[src/rtl/dmem_port_arbiter_if.sv]
// Requester-side data-memory access bus: request fields plus grant and response.
// Latency: none (wires only). Backpressure: the requester holds req until gnt is seen.
// Modports: master is the requester, slave is the arbiter.
interface dmem_port_arbiter_if;
  logic        req;
  logic [31:0] addr;
  logic [31:0] wdata;
  logic [1:0]  read_status;
  logic [1:0]  write_status;
  logic        load_unsigned;
  logic        gnt;
  logic        rvalid;
  logic [31:0] rdata;
  logic        err;

  modport master (
    output req, addr, wdata, read_status, write_status, load_unsigned,
    input  gnt, rvalid, rdata, err
  );

  modport slave (
    input  req, addr, wdata, read_status, write_status, load_unsigned,
    output gnt, rvalid, rdata, err
  );
endinterface

[src/rtl/dmem_port_arbiter.sv]
// Core/loader arbiter for the single DMEM port, range-checked; DMEM_ARB_PERF_EN adds perf counters.
// Latency: grant and mem_* same cycle, response one cycle after issue, one access per cycle.
// Backpressure: the core is stalled while the loader owns the port; bounded bursts keep both sides live.
module dmem_port_arbiter #(
  parameter logic [31:0] DMEM_BASE     = 32'h0010_0000,
  parameter int unsigned DMEM_SIZE     = 32768,
  parameter int unsigned MAX_LDR_BURST = 4,
  parameter int unsigned MAX_CORE_RUN  = 8
) (
  input  logic                  clk,
  input  logic                  reset,
  dmem_port_arbiter_if.slave    core,
  dmem_port_arbiter_if.slave    ldr,
  output logic                  core_stall,
  output logic [31:0]           mem_addr,
  output logic [31:0]           mem_wdata,
  output logic [1:0]            mem_read_status,
  output logic [1:0]            mem_write_status,
  output logic                  mem_load_unsigned,
  input  logic [31:0]           mem_rdata
`ifdef DMEM_ARB_PERF_EN
  ,
  output logic [31:0]           core_stall_cycles,
  output logic [31:0]           ldr_grant_count
`endif
);

  typedef enum logic [1:0] {IDLE, CORE, LDR} state_t;
  typedef enum logic [1:0] {OWN_NONE, OWN_CORE, OWN_LDR} owner_t;

  // 33-bit bounds so an address near 32'hFFFF_FFFF cannot wrap into range
  localparam logic [32:0] ADDR_LO  = {1'b0, DMEM_BASE};
  localparam logic [32:0] ADDR_HI  = ADDR_LO + 33'(DMEM_SIZE);
  localparam logic [3:0]  CORE_LIM = 4'(MAX_CORE_RUN);
  localparam logic [3:0]  LDR_LIM  = 4'(MAX_LDR_BURST);

  state_t      state, state_n;
  logic [3:0]  run_cnt, run_cnt_n;
  logic        core_gnt, ldr_gnt;
  logic        oor;
  owner_t      resp_owner;
  logic        resp_err;
  logic        resp_rd;
  logic [31:0] sel_addr;
  logic [1:0]  sel_rs, sel_ws;

  always_ff @(posedge clk or posedge reset) begin
    if (reset) begin
      state   <= IDLE;
      run_cnt <= '0;
    end else begin
      state   <= state_n;
      run_cnt <= run_cnt_n;
    end
  end

  always_comb begin
    state_n   = state;
    run_cnt_n = '0;
    core_gnt  = 1'b0;
    ldr_gnt   = 1'b0;
    unique case (state)
      IDLE: begin
        if (core.req) begin
          core_gnt = 1'b1;
          state_n  = CORE;
        end else if (ldr.req) begin
          ldr_gnt = 1'b1;
          state_n = LDR;
        end
      end
      CORE: begin
        if (core.req && !(ldr.req && run_cnt == CORE_LIM)) begin
          core_gnt = 1'b1;
        end else if (ldr.req) begin
          ldr_gnt = 1'b1;
          state_n = LDR;
        end else begin
          state_n = IDLE;
        end
      end
      LDR: begin
        if (ldr.req && !(core.req && run_cnt == LDR_LIM)) begin
          ldr_gnt = 1'b1;
        end else if (core.req) begin
          core_gnt = 1'b1;
          state_n  = CORE;
        end else begin
          state_n = IDLE;
        end
      end
      default: state_n = IDLE;
    endcase
    if (reset) begin
      core_gnt = 1'b0;
      ldr_gnt  = 1'b0;
    end
    // The run counts grants made while the other side waits; a switching grant is the first of a run
    if (core_gnt && ldr.req) begin
      if (state != CORE)              run_cnt_n = 4'd1;
      else if (run_cnt >= CORE_LIM)   run_cnt_n = CORE_LIM;
      else                            run_cnt_n = run_cnt + 4'd1;
    end else if (ldr_gnt && core.req) begin
      if (state != LDR)               run_cnt_n = 4'd1;
      else if (run_cnt >= LDR_LIM)    run_cnt_n = LDR_LIM;
      else                            run_cnt_n = run_cnt + 4'd1;
    end
  end

  always_comb begin
    sel_addr          = '0;
    sel_rs            = '0;
    sel_ws            = '0;
    mem_wdata         = '0;
    mem_load_unsigned = 1'b0;
    if (core_gnt) begin
      sel_addr          = core.addr;
      sel_rs            = core.read_status;
      sel_ws            = core.write_status;
      mem_wdata         = core.wdata;
      mem_load_unsigned = core.load_unsigned;
    end else if (ldr_gnt) begin
      sel_addr          = ldr.addr;
      sel_rs            = ldr.read_status;
      sel_ws            = ldr.write_status;
      mem_wdata         = ldr.wdata;
      mem_load_unsigned = ldr.load_unsigned;
    end
    oor = (core_gnt || ldr_gnt) &&
          (({1'b0, sel_addr} < ADDR_LO) || ({1'b0, sel_addr} >= ADDR_HI));
    mem_addr         = sel_addr;
    mem_read_status  = oor ? 2'd0 : sel_rs;
    mem_write_status = oor ? 2'd0 : sel_ws;
  end

  always_ff @(posedge clk or posedge reset) begin
    if (reset) begin
      resp_owner <= OWN_NONE;
      resp_err   <= 1'b0;
      resp_rd    <= 1'b0;
    end else begin
      resp_owner <= core_gnt ? OWN_CORE : (ldr_gnt ? OWN_LDR : OWN_NONE);
      resp_err   <= oor;
      resp_rd    <= (mem_read_status != 2'd0);
    end
  end

  assign core.gnt    = core_gnt;
  assign ldr.gnt     = ldr_gnt;
  assign core_stall  = core.req && !core_gnt && !reset;

  assign core.rvalid = (resp_owner == OWN_CORE);
  assign core.err    = core.rvalid && resp_err;
  assign core.rdata  = (core.rvalid && resp_rd && !resp_err) ? mem_rdata : 32'd0;
  assign ldr.rvalid  = (resp_owner == OWN_LDR);
  assign ldr.err     = ldr.rvalid && resp_err;
  assign ldr.rdata   = (ldr.rvalid && resp_rd && !resp_err) ? mem_rdata : 32'd0;

`ifdef DMEM_ARB_PERF_EN
  always_ff @(posedge clk or posedge reset) begin
    if (reset) begin
      core_stall_cycles <= '0;
      ldr_grant_count   <= '0;
    end else begin
      if (core_stall) core_stall_cycles <= core_stall_cycles + 32'd1;
      if (ldr_gnt)    ldr_grant_count   <= ldr_grant_count + 32'd1;
    end
  end
`endif

endmodule

[src/flat_wrapper.sv]
// flat-port wrapper written by rule: the top's interface ports become plain ports
module dmem_port_arbiter_flat 
#(
  parameter logic [31:0] DMEM_BASE     = 32'h0010_0000,
  parameter int unsigned DMEM_SIZE     = 32768,
  parameter int unsigned MAX_LDR_BURST = 4,
  parameter int unsigned MAX_CORE_RUN  = 8
)
  (clk, reset, core_stall, mem_addr, mem_wdata, mem_read_status, mem_write_status, mem_load_unsigned, mem_rdata, core_req, core_addr, core_wdata, core_read_status, core_write_status, core_load_unsigned, core_gnt, core_rvalid, core_rdata, core_err, ldr_req, ldr_addr, ldr_wdata, ldr_read_status, ldr_write_status, ldr_load_unsigned, ldr_gnt, ldr_rvalid, ldr_rdata, ldr_err);
  dmem_port_arbiter_if core_i ();
  dmem_port_arbiter_if ldr_i ();
  input  logic clk;
  input  logic reset;
  output logic core_stall;
  output logic [31:0] mem_addr;
  output logic [31:0] mem_wdata;
  output logic [1:0] mem_read_status;
  output logic [1:0] mem_write_status;
  output logic mem_load_unsigned;
  input  logic [31:0] mem_rdata;
  input wire logic [$bits(core_i.req)-1:0] core_req;
  input wire logic [$bits(core_i.addr)-1:0] core_addr;
  input wire logic [$bits(core_i.wdata)-1:0] core_wdata;
  input wire logic [$bits(core_i.read_status)-1:0] core_read_status;
  input wire logic [$bits(core_i.write_status)-1:0] core_write_status;
  input wire logic [$bits(core_i.load_unsigned)-1:0] core_load_unsigned;
  output wire logic [$bits(core_i.gnt)-1:0] core_gnt;
  output wire logic [$bits(core_i.rvalid)-1:0] core_rvalid;
  output wire logic [$bits(core_i.rdata)-1:0] core_rdata;
  output wire logic [$bits(core_i.err)-1:0] core_err;
  input wire logic [$bits(ldr_i.req)-1:0] ldr_req;
  input wire logic [$bits(ldr_i.addr)-1:0] ldr_addr;
  input wire logic [$bits(ldr_i.wdata)-1:0] ldr_wdata;
  input wire logic [$bits(ldr_i.read_status)-1:0] ldr_read_status;
  input wire logic [$bits(ldr_i.write_status)-1:0] ldr_write_status;
  input wire logic [$bits(ldr_i.load_unsigned)-1:0] ldr_load_unsigned;
  output wire logic [$bits(ldr_i.gnt)-1:0] ldr_gnt;
  output wire logic [$bits(ldr_i.rvalid)-1:0] ldr_rvalid;
  output wire logic [$bits(ldr_i.rdata)-1:0] ldr_rdata;
  output wire logic [$bits(ldr_i.err)-1:0] ldr_err;
  assign core_i.req = core_req;
  assign core_i.addr = core_addr;
  assign core_i.wdata = core_wdata;
  assign core_i.read_status = core_read_status;
  assign core_i.write_status = core_write_status;
  assign core_i.load_unsigned = core_load_unsigned;
  assign core_gnt = core_i.gnt;
  assign core_rvalid = core_i.rvalid;
  assign core_rdata = core_i.rdata;
  assign core_err = core_i.err;
  assign ldr_i.req = ldr_req;
  assign ldr_i.addr = ldr_addr;
  assign ldr_i.wdata = ldr_wdata;
  assign ldr_i.read_status = ldr_read_status;
  assign ldr_i.write_status = ldr_write_status;
  assign ldr_i.load_unsigned = ldr_load_unsigned;
  assign ldr_gnt = ldr_i.gnt;
  assign ldr_rvalid = ldr_i.rvalid;
  assign ldr_rdata = ldr_i.rdata;
  assign ldr_err = ldr_i.err;
  dmem_port_arbiter #(.DMEM_BASE(DMEM_BASE), .DMEM_SIZE(DMEM_SIZE), .MAX_LDR_BURST(MAX_LDR_BURST), .MAX_CORE_RUN(MAX_CORE_RUN)) u_core (.clk(clk), .reset(reset), .core(core_i), .ldr(ldr_i), .core_stall(core_stall), .mem_addr(mem_addr), .mem_wdata(mem_wdata), .mem_read_status(mem_read_status), .mem_write_status(mem_write_status), .mem_load_unsigned(mem_load_unsigned), .mem_rdata(mem_rdata));
endmodule
[config.mk]
export PLATFORM = sky130hd
export DESIGN_NAME = dmem_port_arbiter_flat
export DESIGN_NICKNAME = d
export VERILOG_FILES = /design/src/rtl/dmem_port_arbiter_if.sv /design/src/rtl/dmem_port_arbiter.sv /design/src/flat_wrapper.sv
export SDC_FILE = /design/constraint.sdc
export NUM_CORES = 1
export LEC_CHECK = 0
export ABC_CLOCK_PERIOD_IN_PS = 2870
export BUFFER_PORTS_ARGS = -buffer_cell sky130_fd_sc_hd__buf_2
export CAP_MARGIN = 20
export CORE_AREA = 2 2 122 124
export DETAILED_ROUTE_END_ITERATION = 6
export DIE_AREA = 0 0 124 126
export MAX_ROUTING_LAYER = met4
export SYNTH_ARGS = -nofsm -noshare
export SYNTH_HDL_FRONTEND = slang
export SYNTH_SLANG_ARGS = --single-unit
export TNS_END_PERCENT = 20
[constraint.sdc]
create_clock -name clk -period 2.87 [get_ports clk]
set_input_delay 0.1435 -clock clk [delete_from_list [all_inputs] [get_ports clk]]
set_output_delay 0.1435 -clock clk [all_outputs]
set_load 0.02 [all_outputs]
# After elaboration in Yosys (flattened, before gate mapping)
# Cells that the tools add are included.
# totals
reg_bits,10
input_bits,174
# classes
addsub,1
n_lt_le_gt_ge,4
eq_ne,11
mux,40
n_reduce_logical,25
# ops
op,n
$mux 32,6
$ge 32x21->1 const B,1
$lt 32x21->1 const B,1
$mux 2,13
$mux 4,6
$logic_and 1x1->1,15
$mux 1,12
$ne 2x2->1 const B,3
$pmux 1 s3,2
$pmux 2 s3,1
$logic_not 1->1,5
$add 4x1->4 const B,1
$eq 2x1->1 const B,2
$eq 2x2->1 const B,2
$eq 4x3->1 const B,1
$eq 4x4->1 const B,1
$ge 4x3->1 const B,1
$ge 4x4->1 const B,1
$ne 3x3->1 const B,1
$reduce_and 3->1,1
$logic_not 2->1,1
$logic_or 1x1->1,2
$ne 2x1->1 const B,1
$reduce_bool 2->1,1

# Longest topological paths before layout
# Gate-level depths: netlist of the first run.
# logic_depth
depth_word,14
depth_mapped,10
mapped_depth_nobuf,8

# Worst setup path before layout of the first run
# No wires, ideal clock.
# synth_timing
path_kind,register -> output
from,register u_core.run_cnt[0]
to,output port mem_read_status[0]
arrival_time_ns,2.118
required_time_ns,2.727
setup_slack_ns,0.608
stages_incl_launch_ff,8
n_path_buf,0
path_cell_list,dfrtp_1 -> inv_1 -> ha_1 -> nand3b_1 -> a311oi_2 -> o21ai_2 -> a221o_1 -> nor3_1
# synth_between
elab_chain_cells,13
# synth_rtl
element,line,text
"start, declared",dmem_port_arbiter.sv:38,"logic [3:0] run_cnt, run_cnt_n;"
"start signal, assigned",dmem_port_arbiter.sv:53,run_cnt <= run_cnt_n;
$eq 4x3->1 / $eq 4x4->1 (equally long branches),"dmem_port_arbiter.sv:83, dmem_port_arbiter.sv:73",
$logic_and 1x1->1 (on tied branches),"dmem_port_arbiter.sv:83, dmem_port_arbiter.sv:73",
$logic_not 1->1 (on tied branches),"dmem_port_arbiter.sv:83, dmem_port_arbiter.sv:73",
$logic_and 1x1->1 (on tied branches),"dmem_port_arbiter.sv:83, dmem_port_arbiter.sv:73",
$mux 1 (on tied branches),"dmem_port_arbiter.sv:83, dmem_port_arbiter.sv:73",
$pmux 1 s3,dmem_port_arbiter.sv:62,unique case (state)
$mux 1,dmem_port_arbiter.sv:94,if (reset) begin
$mux 32,dmem_port_arbiter.sv:122,end else if (ldr_gnt) begin
$mux 32,dmem_port_arbiter.sv:116,if (core_gnt) begin
$lt 32x21->1 / $ge 32x21->1 (equally long branches),dmem_port_arbiter.sv:130,"(({1'b0, sel_addr} < ADDR_LO) || ({1'b0, sel_addr} >= ADDR_HI));"
$logic_or 1x1->1,dmem_port_arbiter.sv:130,
$logic_and 1x1->1,dmem_port_arbiter.sv:129,oor = (core_gnt || ldr_gnt) &&
$mux 2 *,dmem_port_arbiter.sv:132,mem_read_status = oor ? 2'd0 : sel_rs;
"end, declared",flat_wrapper.sv:17,output logic [1:0] mem_read_status;
# Every way passes the cells marked *; elsewhere a longest branch is shown, timed or not.

# Final worst setup path of the first run
# layout_timing
from,register u_core.run_cnt[0]
to,output port mem_addr[27]
# layout_between
elab_chain_cells,9
# layout_rtl
element,line,text
$eq 4x3->1 / $eq 4x4->1 (equally long branches),"dmem_port_arbiter.sv:83, dmem_port_arbiter.sv:73",
$logic_and 1x1->1 (on tied branches),"dmem_port_arbiter.sv:83, dmem_port_arbiter.sv:73",
$logic_not 1->1 (on tied branches),"dmem_port_arbiter.sv:83, dmem_port_arbiter.sv:73",
$logic_and 1x1->1 (on tied branches),"dmem_port_arbiter.sv:83, dmem_port_arbiter.sv:73",
$mux 1 (on tied branches),"dmem_port_arbiter.sv:83, dmem_port_arbiter.sv:73",
$pmux 1 s3,dmem_port_arbiter.sv:62,
$mux 1,dmem_port_arbiter.sv:94,
$mux 32,dmem_port_arbiter.sv:122,
$mux 32 *,dmem_port_arbiter.sv:116,
"end, declared",flat_wrapper.sv:15,output logic [31:0] mem_addr;
# Marked as above.

==> results of run 1 <==
worst register-to-register path: stages, from the launching register on:
cell                       delay (ns)
sky130_fd_sc_hd__dfrtp_1         0.41
sky130_fd_sc_hd__inv_1           0.07
sky130_fd_sc_hd__ha_1            0.18
sky130_fd_sc_hd__nand3b_1        0.12
sky130_fd_sc_hd__a311oi_2        0.36
sky130_fd_sc_hd__nor2_1          0.12
sky130_fd_sc_hd__inv_2           0.08
sky130_fd_sc_hd__buf_4           0.36
sky130_fd_sc_hd__nand3_1         0.17
sky130_fd_sc_hd__a2bb2o_1        0.27
kinds of logic after synthesis:
family	Yosys count	synth area share [%]
adder cells (fa/ha/maj)	2	1.35
buffers and inverters	29	7.25
AO/OA/AOI/OAI	91	42.5
flip-flops	10	13.6
AND/OR/NAND/NOR	105	35.4
through the flow:
stage	setup WS, ns	hold WS (ns)	total power [uW]	area (um^2)	utilization, %
finish	0.300	0.235	1690	3680	25.7
global route	0.145	0.282	1790	3680	25.7
CTS	0.273	0.236	1710	3680	25.7
detailed placement	0.543	0.171	1420	3580	25.0
global placement	0.539	0.170	1420	3580	25.0
floorplan	0.608	-0.0110	948	1850	-
cells in the mapped netlist, types with 3 or more instances:
cell | number | share of area, %
sky130_fd_sc_hd__nor2_1 | 3 | 0.61
sky130_fd_sc_hd__nor2b_1 | 4 | 1.4
sky130_fd_sc_hd__a22o_1 | 64 | 30
sky130_fd_sc_hd__dfrtp_1 | 10 | 14
sky130_fd_sc_hd__buf_2 | 17 | 4.6
sky130_fd_sc_hd__and2_1 | 66 | 22
sky130_fd_sc_hd__nor4_1 | 8 | 2.7
sky130_fd_sc_hd__nand2_1 | 3 | 0.61
sky130_fd_sc_hd__o21ai_0 | 3 | 0.81
sky130_fd_sc_hd__inv_1 | 4 | 0.81
sky130_fd_sc_hd__nor3_1 | 4 | 1.1
sky130_fd_sc_hd__clkbuf_1 | 6 | 1.2
sky130_fd_sc_hd__a22oi_1 | 4 | 1.6
worst min-delay path by stage:
stage	start	to	cells past startpoint
floorplan	reset	u_core.resp_err	1
global placement	reset	u_core.state[0]	3
detailed placement	reset	u_core.state[0]	3
CTS	core_req	u_core.run_cnt[0]	3
global route	ldr_req	u_core.run_cnt[3]	3
finish	core_req	u_core.run_cnt[0]	3
area by class of cell:
class                   instances  area (um^2)
well taps                     184          230
flip-flops and latches         10          250
fillers                      1578        10600
multi-input cells             198         1460
clock buffers                   4         88.8
repair buffers                319         1630
inverters                       5         18.8
report_power, final:
group	leakage, uW	total [uW]	switching [uW]	internal, uW
Sequential	0.000134	197	29.7	168
Combinational	0.00205	1210	731	474
Clock	0.0000442	284	74.1	210
Total	0.00223	1690	835	852
registers in the layout, summed over array words and instances, names as in the netlist:
name,flops
u_core.state,2
u_core.resp_err,1
u_core.resp_owner,2
u_core.run_cnt,4
u_core.resp_rd,1
per-layer routing:
metal,up-vias,part of all wire (%)
li1,1506,-
met1,1349,41
met2,201,49
met3,6,8.7
met4,0,0.83
met5,-,0
what timing repair did:
item / 4_1_cts / 5_1_grt
setup endpoints to repair: 0 / 0
hold buffers: 1 / 0
buffers inserted: 0 / 0
hold endpoints to repair: 10 / 0
resized for setup: 0 / 0
==> flow_summary_export.csv, run 1 <==
group,metric,value,unit
critical_path,setup.worst_path.class,"reg2out",
routing,drc_errors,0,
layout,final_instance_count_excl_fillers,720,
place,placed_cells_incl_taps,715,
global_routing,first_global_vias,2775,
synthesis,yosys_register_bits,10,
sta,hold_viol_final,0,
critical_path,startpoint_type,"flip-flop",
routing,drtIter0Drc,98,
sta,layout_worst_path_cycle_share,89.5,%
critical_path,cp_num_cells,9,
die,horizontal_extent_of_the_die,124,um
critical_path,critical_path.slowest_cell,"sky130_fd_sc_hd__dfrtp_1",
sta,finalSetupViolCount,0,
synthesis,ys_types,43,
layout,final_common_cell,"sky130_fd_sc_hd__buf_2",
routing,vias,3062,
die,start_util,12.9,%
sta,rsz_0062_raised_after_global_routing,"no",
hold_path,worstHoldPathType,"in2reg",
synthesis,syn_avg_cell_area,7.79,um^2
run,cap_violations,0,
synthesis,synth_enable_flop_cells,0,
clock_network,htree_num_levels,1,
clock_network,cts-root-buf,"sky130_fd_sc_hd__clkbuf_16",
critical_path,worstPathBufferInverterCount,4,
clock_network,total_cts_buffers,3,
sta,fin_worst_skew,0.00118,ns
clock_network,path_clk_slew,0.04,ns
routing,viasPerCell,4.25,
critical_path,r2r_setup_slack,0.66,ns
synthesis,synthFlopType,"sky130_fd_sc_hd__dfrtp_1",
power_and_ir_drop,power_density,459,nW/um^2
layout,most_frequent_cells_in_the_layout,"313 x sky130_fd_sc_hd__buf_2, 66 x sky130_fd_sc_hd__and2_1, 64 x sky130_fd_sc_hd__a22o_1",
place,finalWeightedCongestion,0.814,
layout,post_route_cells_drive_above_1_share,61.9,%
critical_path,crit_path_cell_trace,"inv_1 > ha_1 > nand3b_1 > a311oi_2 > nor2_1 > inv_2 > buf_4 > a22o_1 > buf_2",
critical_path,crit_path_max_delay_family,"buffers and inverters",
sta,maxSlewHeadroom,45.1,%
layout,area_growth_syn_to_layout,99.2,%
global_routing,overflow,0,
critical_path,reg2reg_depth,9,
synthesis,synth_area,1850,um^2
critical_path,worstSetupEndpointType,"primary output",
global_routing,grt_use_total,12.5,%
place,dp_hpwl,9.25,mm
die,die_area,15600,um^2
global_routing,globalRouteMet3Util,1.09,%
global_routing,first_pass_grt_wire_length,14.7,mm
critical_path,timing.critical_path.arrival,2.43,ns
sta,post_layout_minimum_cycle_time,2.57,ns
die,placement_rows,44,
synthesis,yosys_warnings,0,
routing,antenna_left,0,
synthesis,postSynthNetCount,413,
sta,timing.fmax,0.389,GHz
die,core_area,14300,um^2
clock_network,clk_path_buf_depth,2,
sta,totalNegativeSetupSlack,0,ns
synthesis,share_of_flip_flops_with_an_asynchronous_set_or_reset,100,%
critical_path,timing.critical_path.from,"u_core.run_cnt[0]",
global_routing,met2_usage,21.5,%
power_and_ir_drop,power.static_leakage,0.00223,uW
global_routing,initial_antenna_violation_count,0,
routing,detail_route.wl_per_cell,14.7,um
critical_path,rr_startpoint,"u_core.run_cnt[0]",
die,die_height,126,um
global_routing,largest_net_degree_at_the_start_of_global_routing,43,
clock_network,total_number_of_clock_tree_sinks,10,
critical_path,critical_path_capture_point,"mem_addr[27]",
global_routing,global_routing_usage_on_met1,15.9,%
layout,antenna_cells_inserted,0,
place,port_buffers,313,
global_routing,grt-busiest-layer,"met2",
clock_network,cts_tree,"built",
die,floorplan.io_pins,314,
synthesis,number_of_standard_cells_after_synthesis,237,
power_and_ir_drop,ir_drop,261,uV
outcome,status,"finished clean",
critical_path,path_max_fanout,42,
synthesis,proportion_of_synthesized_chip_area_in_sequential_cells,13.6,%
critical_path,critical_path_required,2.73,ns
sta,timing_max_transition_violations_final,0,
sta,transition_time_at_the_pin_with_the_least_slew_margin,0.823,ns
critical_path,critPathMaxStageDelay,0.41,ns
routing,drtPass1Iterations,4,
layout,num-nets-final,713,
routing,routed_wl,10.6,mm
clock_network,clk-insertion-delay-late,0.24,ns
critical_path,critical_path.reg2reg.endpoint,"u_core.run_cnt[1]",
(Power assumes the default switching activity.)
==> run 2: changes to the inputs <==
--- a/config.mk
+++ b/config.mk
@@ -5,13 +5,15 @@
 export SDC_FILE = /design/constraint.sdc
 export NUM_CORES = 1
 export LEC_CHECK = 0
+export ABC_AREA = 1
 export ABC_CLOCK_PERIOD_IN_PS = 2870
 export BUFFER_PORTS_ARGS = -buffer_cell sky130_fd_sc_hd__buf_2
 export CAP_MARGIN = 20
-export CORE_AREA = 2 2 122 124
+export CORE_AREA = 2 2 121 123
 export DETAILED_ROUTE_END_ITERATION = 6
-export DIE_AREA = 0 0 124 126
+export DIE_AREA = 0 0 123 125
 export MAX_ROUTING_LAYER = met4
+export PLACE_DENSITY = 0.47
 export SYNTH_ARGS = -nofsm -noshare
 export SYNTH_HDL_FRONTEND = slang
 export SYNTH_SLANG_ARGS = --single-unit
==> flow_summary_export.csv, run 2 <==
group,metric,value,unit
critical_path,timing.critical_path.arrival,2.45,ns
synthesis,yosys_warnings,0,
synthesis,synth-compound-area-share,27.3,%
synthesis,combinational_family_with_the_most_area_after_synthesis,"simple AND/OR/NAND/NOR gates",
synthesis,number_of_standard_cells_after_synthesis,327,
synthesis,synthFlopType,"sky130_fd_sc_hd__dfrtp_1",
routing,viasPerCell,3.99,
layout,most_frequent_cells_in_the_layout,"313 x sky130_fd_sc_hd__buf_2, 84 x sky130_fd_sc_hd__nor2_1, 54 x sky130_fd_sc_hd__inv_1",
synthesis,synth_top_cells_by_area,"sky130_fd_sc_hd__a22o_1 24%, sky130_fd_sc_hd__nor2_1 17%, sky130_fd_sc_hd__dfrtp_1 13%",
critical_path,startpoint_type,"flip-flop",
place,dp_hpwl,9.05,mm
sta,post_layout_minimum_cycle_time,2.59,ns
routing,detail_route.wl_per_cell,12.9,um
synthesis,yosys_register_bits,10,
layout,area_growth_syn_to_layout,98.5,%
synthesis,proportion_of_synthesized_chip_area_in_sequential_cells,13.3,%
synthesis,post_synth_xor_area_fraction,0.466,%
synthesis,synth_most_common_cell,"sky130_fd_sc_hd__nor2_1",
power_and_ir_drop,power_density,475,nW/um^2
clock_network,total_cts_buffers,3,
run,cap_violations,0,
global_routing,initial_antenna_violation_count,0,
global_routing,first_global_vias,2756,
synthesis,post_synth_mux_area_share,0,%
critical_path,setup.worst_path.class,"reg2out",
layout,register_bank_with_the_most_flops,"u_core.run_cnt",
clock_network,clk-insertion-delay-late,0.23,ns
sta,timing_max_transition_violations_final,0,
sta,finalSetupViolCount,0,
routing,routed_wl,10.5,mm
layout,post_route_cells_drive_above_1_share,54.4,%
power_and_ir_drop,ir_drop,217,uV
clock_network,clk_path_buf_depth,2,
layout,layout_top_registers,"u_core.run_cnt: 4 flops, u_core.resp_owner: 2 flops, u_core.state: 2 flops",
die,floorplan.io_pins,314,
sta,rsz_0062_raised_after_global_routing,"no",
synthesis,synth_top_area_share,24.2,%
sta,layout_worst_path_cycle_share,90.2,%
clock_network,total_number_of_clock_tree_sinks,10,
layout,postLayoutCoreUtil,26.3,%
clock_network,cts-root-buf,"sky130_fd_sc_hd__clkbuf_16",
die,placement_rows,44,
layout,antenna_cells_inserted,0,
die,start_util,13.2,%
routing,drc_errors,0,
hold_path,worstHoldPathType,"in2async",
clock_network,path_clk_slew,0.04,ns
global_routing,overflow,0,
global_routing,first_pass_grt_wire_length,14.6,mm
sta,fin_worst_skew,0.000919,ns
clock_network,post_cts_hold_buffer_count,0,
routing,drtPass1Iterations,4,
synthesis,area_share_of_fa_ha_maj_cells_after_synthesis,1.33,%
power_and_ir_drop,power.static_leakage,0.00257,uW
sta,timing.fmax,0.386,GHz
synthesis,synth_area,1880,um^2
synthesis,postSynthNetCount,503,
synthesis,synth_area_leader_cell,"sky130_fd_sc_hd__a22o_1",
layout,layout.filler_cells,1619,
global_routing,grt_use_total,12.2,%
critical_path,critical_path_required,2.73,ns
outcome,status,"finished clean",
sta,maxSlewHeadroom,73.0,%
synthesis,ys_types,25,
die,horizontal_extent_of_the_die,123,um
synthesis,synth_simple_gate_area_share,39.3,%
die,die_height,125,um
die,core_area,14200,um^2
sta,hold_viol_final,0,
place,finalWeightedCongestion,0.783,
layout,final_common_cell,"sky130_fd_sc_hd__buf_2",
critical_path,path_max_fanout,18,
synthesis,synth_commonest_cells,"84 x sky130_fd_sc_hd__nor2_1, 54 x sky130_fd_sc_hd__inv_1, 52 x sky130_fd_sc_hd__a22o_1",
synthesis,syn_avg_cell_area,5.75,um^2
synthesis,share_of_flip_flops_with_an_asynchronous_set_or_reset,100,%
synthesis,synth_enable_flop_cells,0,
critical_path,worstSetupEndpointType,"primary output",
layout,num-nets-final,808,
die,die_area,15400,um^2
routing,vias,3250,
sta,transition_time_at_the_pin_with_the_least_slew_margin,0.404,ns
sta,totalNegativeSetupSlack,0,ns
place,port_buffers,313,
clock_network,htree_num_levels,1,
layout,largest_register_ffs,4,
global_routing,largest_net_degree_at_the_start_of_global_routing,51,
clock_network,cts_tree,"built",
routing,drtIter0Drc,118,
routing,antenna_left,0,
## run 2: cell types whose count changed in the layout (fill, tap and decap cells not counted), moves of 6 or more
cell / before / now
sky130_fd_sc_hd__and2_1: 66 / 0
sky130_fd_sc_hd__inv_1: 4 / 54
sky130_fd_sc_hd__a22o_1: 64 / 52
sky130_fd_sc_hd__nor4_1: 8 / 0
sky130_fd_sc_hd__nor2_1: 3 / 84
sky130_fd_sc_hd__nand2_2: 0 / 6
sky130_fd_sc_hd__nand3_1: 2 / 29
sky130_fd_sc_hd__nand2_1: 3 / 45
## run 2: cells by family after synthesis
group           count (synthesis)
flops                          10
fa+ha+maj                       2
compound gates                 60
xor+xnor                        1
buf+inv                        82
simple gates                  172
## run 2: repair_timing
| item | in CTS | in global routing |
|---|---|---|
| setup endpoints to repair | 0 | 4 |
| hold endpoints to repair | 0 | 0 |
| resized for setup | 0 | 5 |
| buffers inserted | 0 | 0 |
## run 2: area by class of cell
| type | instances | area (um^2) | area share (%) |
|---|---|---|---|
| timing repair buffer | 321 | 1650 | 44.3 |
| multi-input combinational | 235 | 1290 | 34.5 |
| sequential | 10 | 250 | 6.70 |
| inverter | 61 | 236 | 6.34 |
| tap | 184 | 230 | 6.17 |
| clock buffer | 3 | 75.1 | 2.01 |
## run 2: power breakdown
| part | total, uW | internal [uW] | switching (uW) |
|---|---|---|---|
| clock network | 241 | 180 | 60.8 |
| registers | 194 | 171 | 22.6 |
| logic | 1340 | 484 | 853 |
## run 2: metal layers
metal | track usage [%] | vias to the layer above | wire length (um)
li1 | - | 1661 | -
met1 | 14.6 | 1381 | 4310
met2 | 21.8 | 200 | 5060
met3 | 1.69 | 8 | 1010
met4 | 2.07 | 0 | 154
met5 | - | - | 0
## run 2: worst paths after layout
check                                   start                    to  slack, ns  cells after the start
max                         u_core.run_cnt[0]   mem_write_status[0]       0.28                     18
min                                     reset       u_core.state[0]       0.18                      3
max reg2reg                 u_core.run_cnt[0]       u_core.resp_err       0.79                     16
min reg2reg                 u_core.run_cnt[1]     u_core.run_cnt[3]       0.58                      2
max in group asynchronous               reset  u_core.resp_owner[1]       2.48                      3
min in group clk           ldr_read_status[1]        u_core.resp_rd       0.26                      4
## run 2: critical path, cell delays in order, from the launching register on
cell	delay, ns
sky130_fd_sc_hd__dfrtp_1	0.37
sky130_fd_sc_hd__inv_1	0.05
sky130_fd_sc_hd__ha_1	0.20
sky130_fd_sc_hd__nand2_1	0.07
sky130_fd_sc_hd__inv_1	0.03
sky130_fd_sc_hd__nand2_1	0.08
sky130_fd_sc_hd__nand2_1	0.05
sky130_fd_sc_hd__nand2_1	0.09
sky130_fd_sc_hd__nand3_4	0.20
sky130_fd_sc_hd__nand3_1	0.13
sky130_fd_sc_hd__nand2_1	0.08
sky130_fd_sc_hd__nor2_1	0.12
sky130_fd_sc_hd__nand3_1	0.09
sky130_fd_sc_hd__nor2_1	0.09
sky130_fd_sc_hd__nand2_1	0.07
sky130_fd_sc_hd__nand2_2	0.10
sky130_fd_sc_hd__inv_2	0.09
sky130_fd_sc_hd__nor2_2	0.10
sky130_fd_sc_hd__buf_2	0.17
## run 2: per-stage QoR
step	worst slack (ns)	hold slack [ns]	total power (uW)	cells	instance area, um^2
2_1_floorplan	0.700	0.308	1050	327	1880
3_3_place_gp	0.366	0.450	1540	811	3650
3_5_place_dp	0.330	0.432	1530	811	3650
4_1_cts	0.0714	0.182	1780	814	3720
5_1_grt	0.00570	0.224	1900	814	3730
6_report	0.280	0.183	1770	814	3730
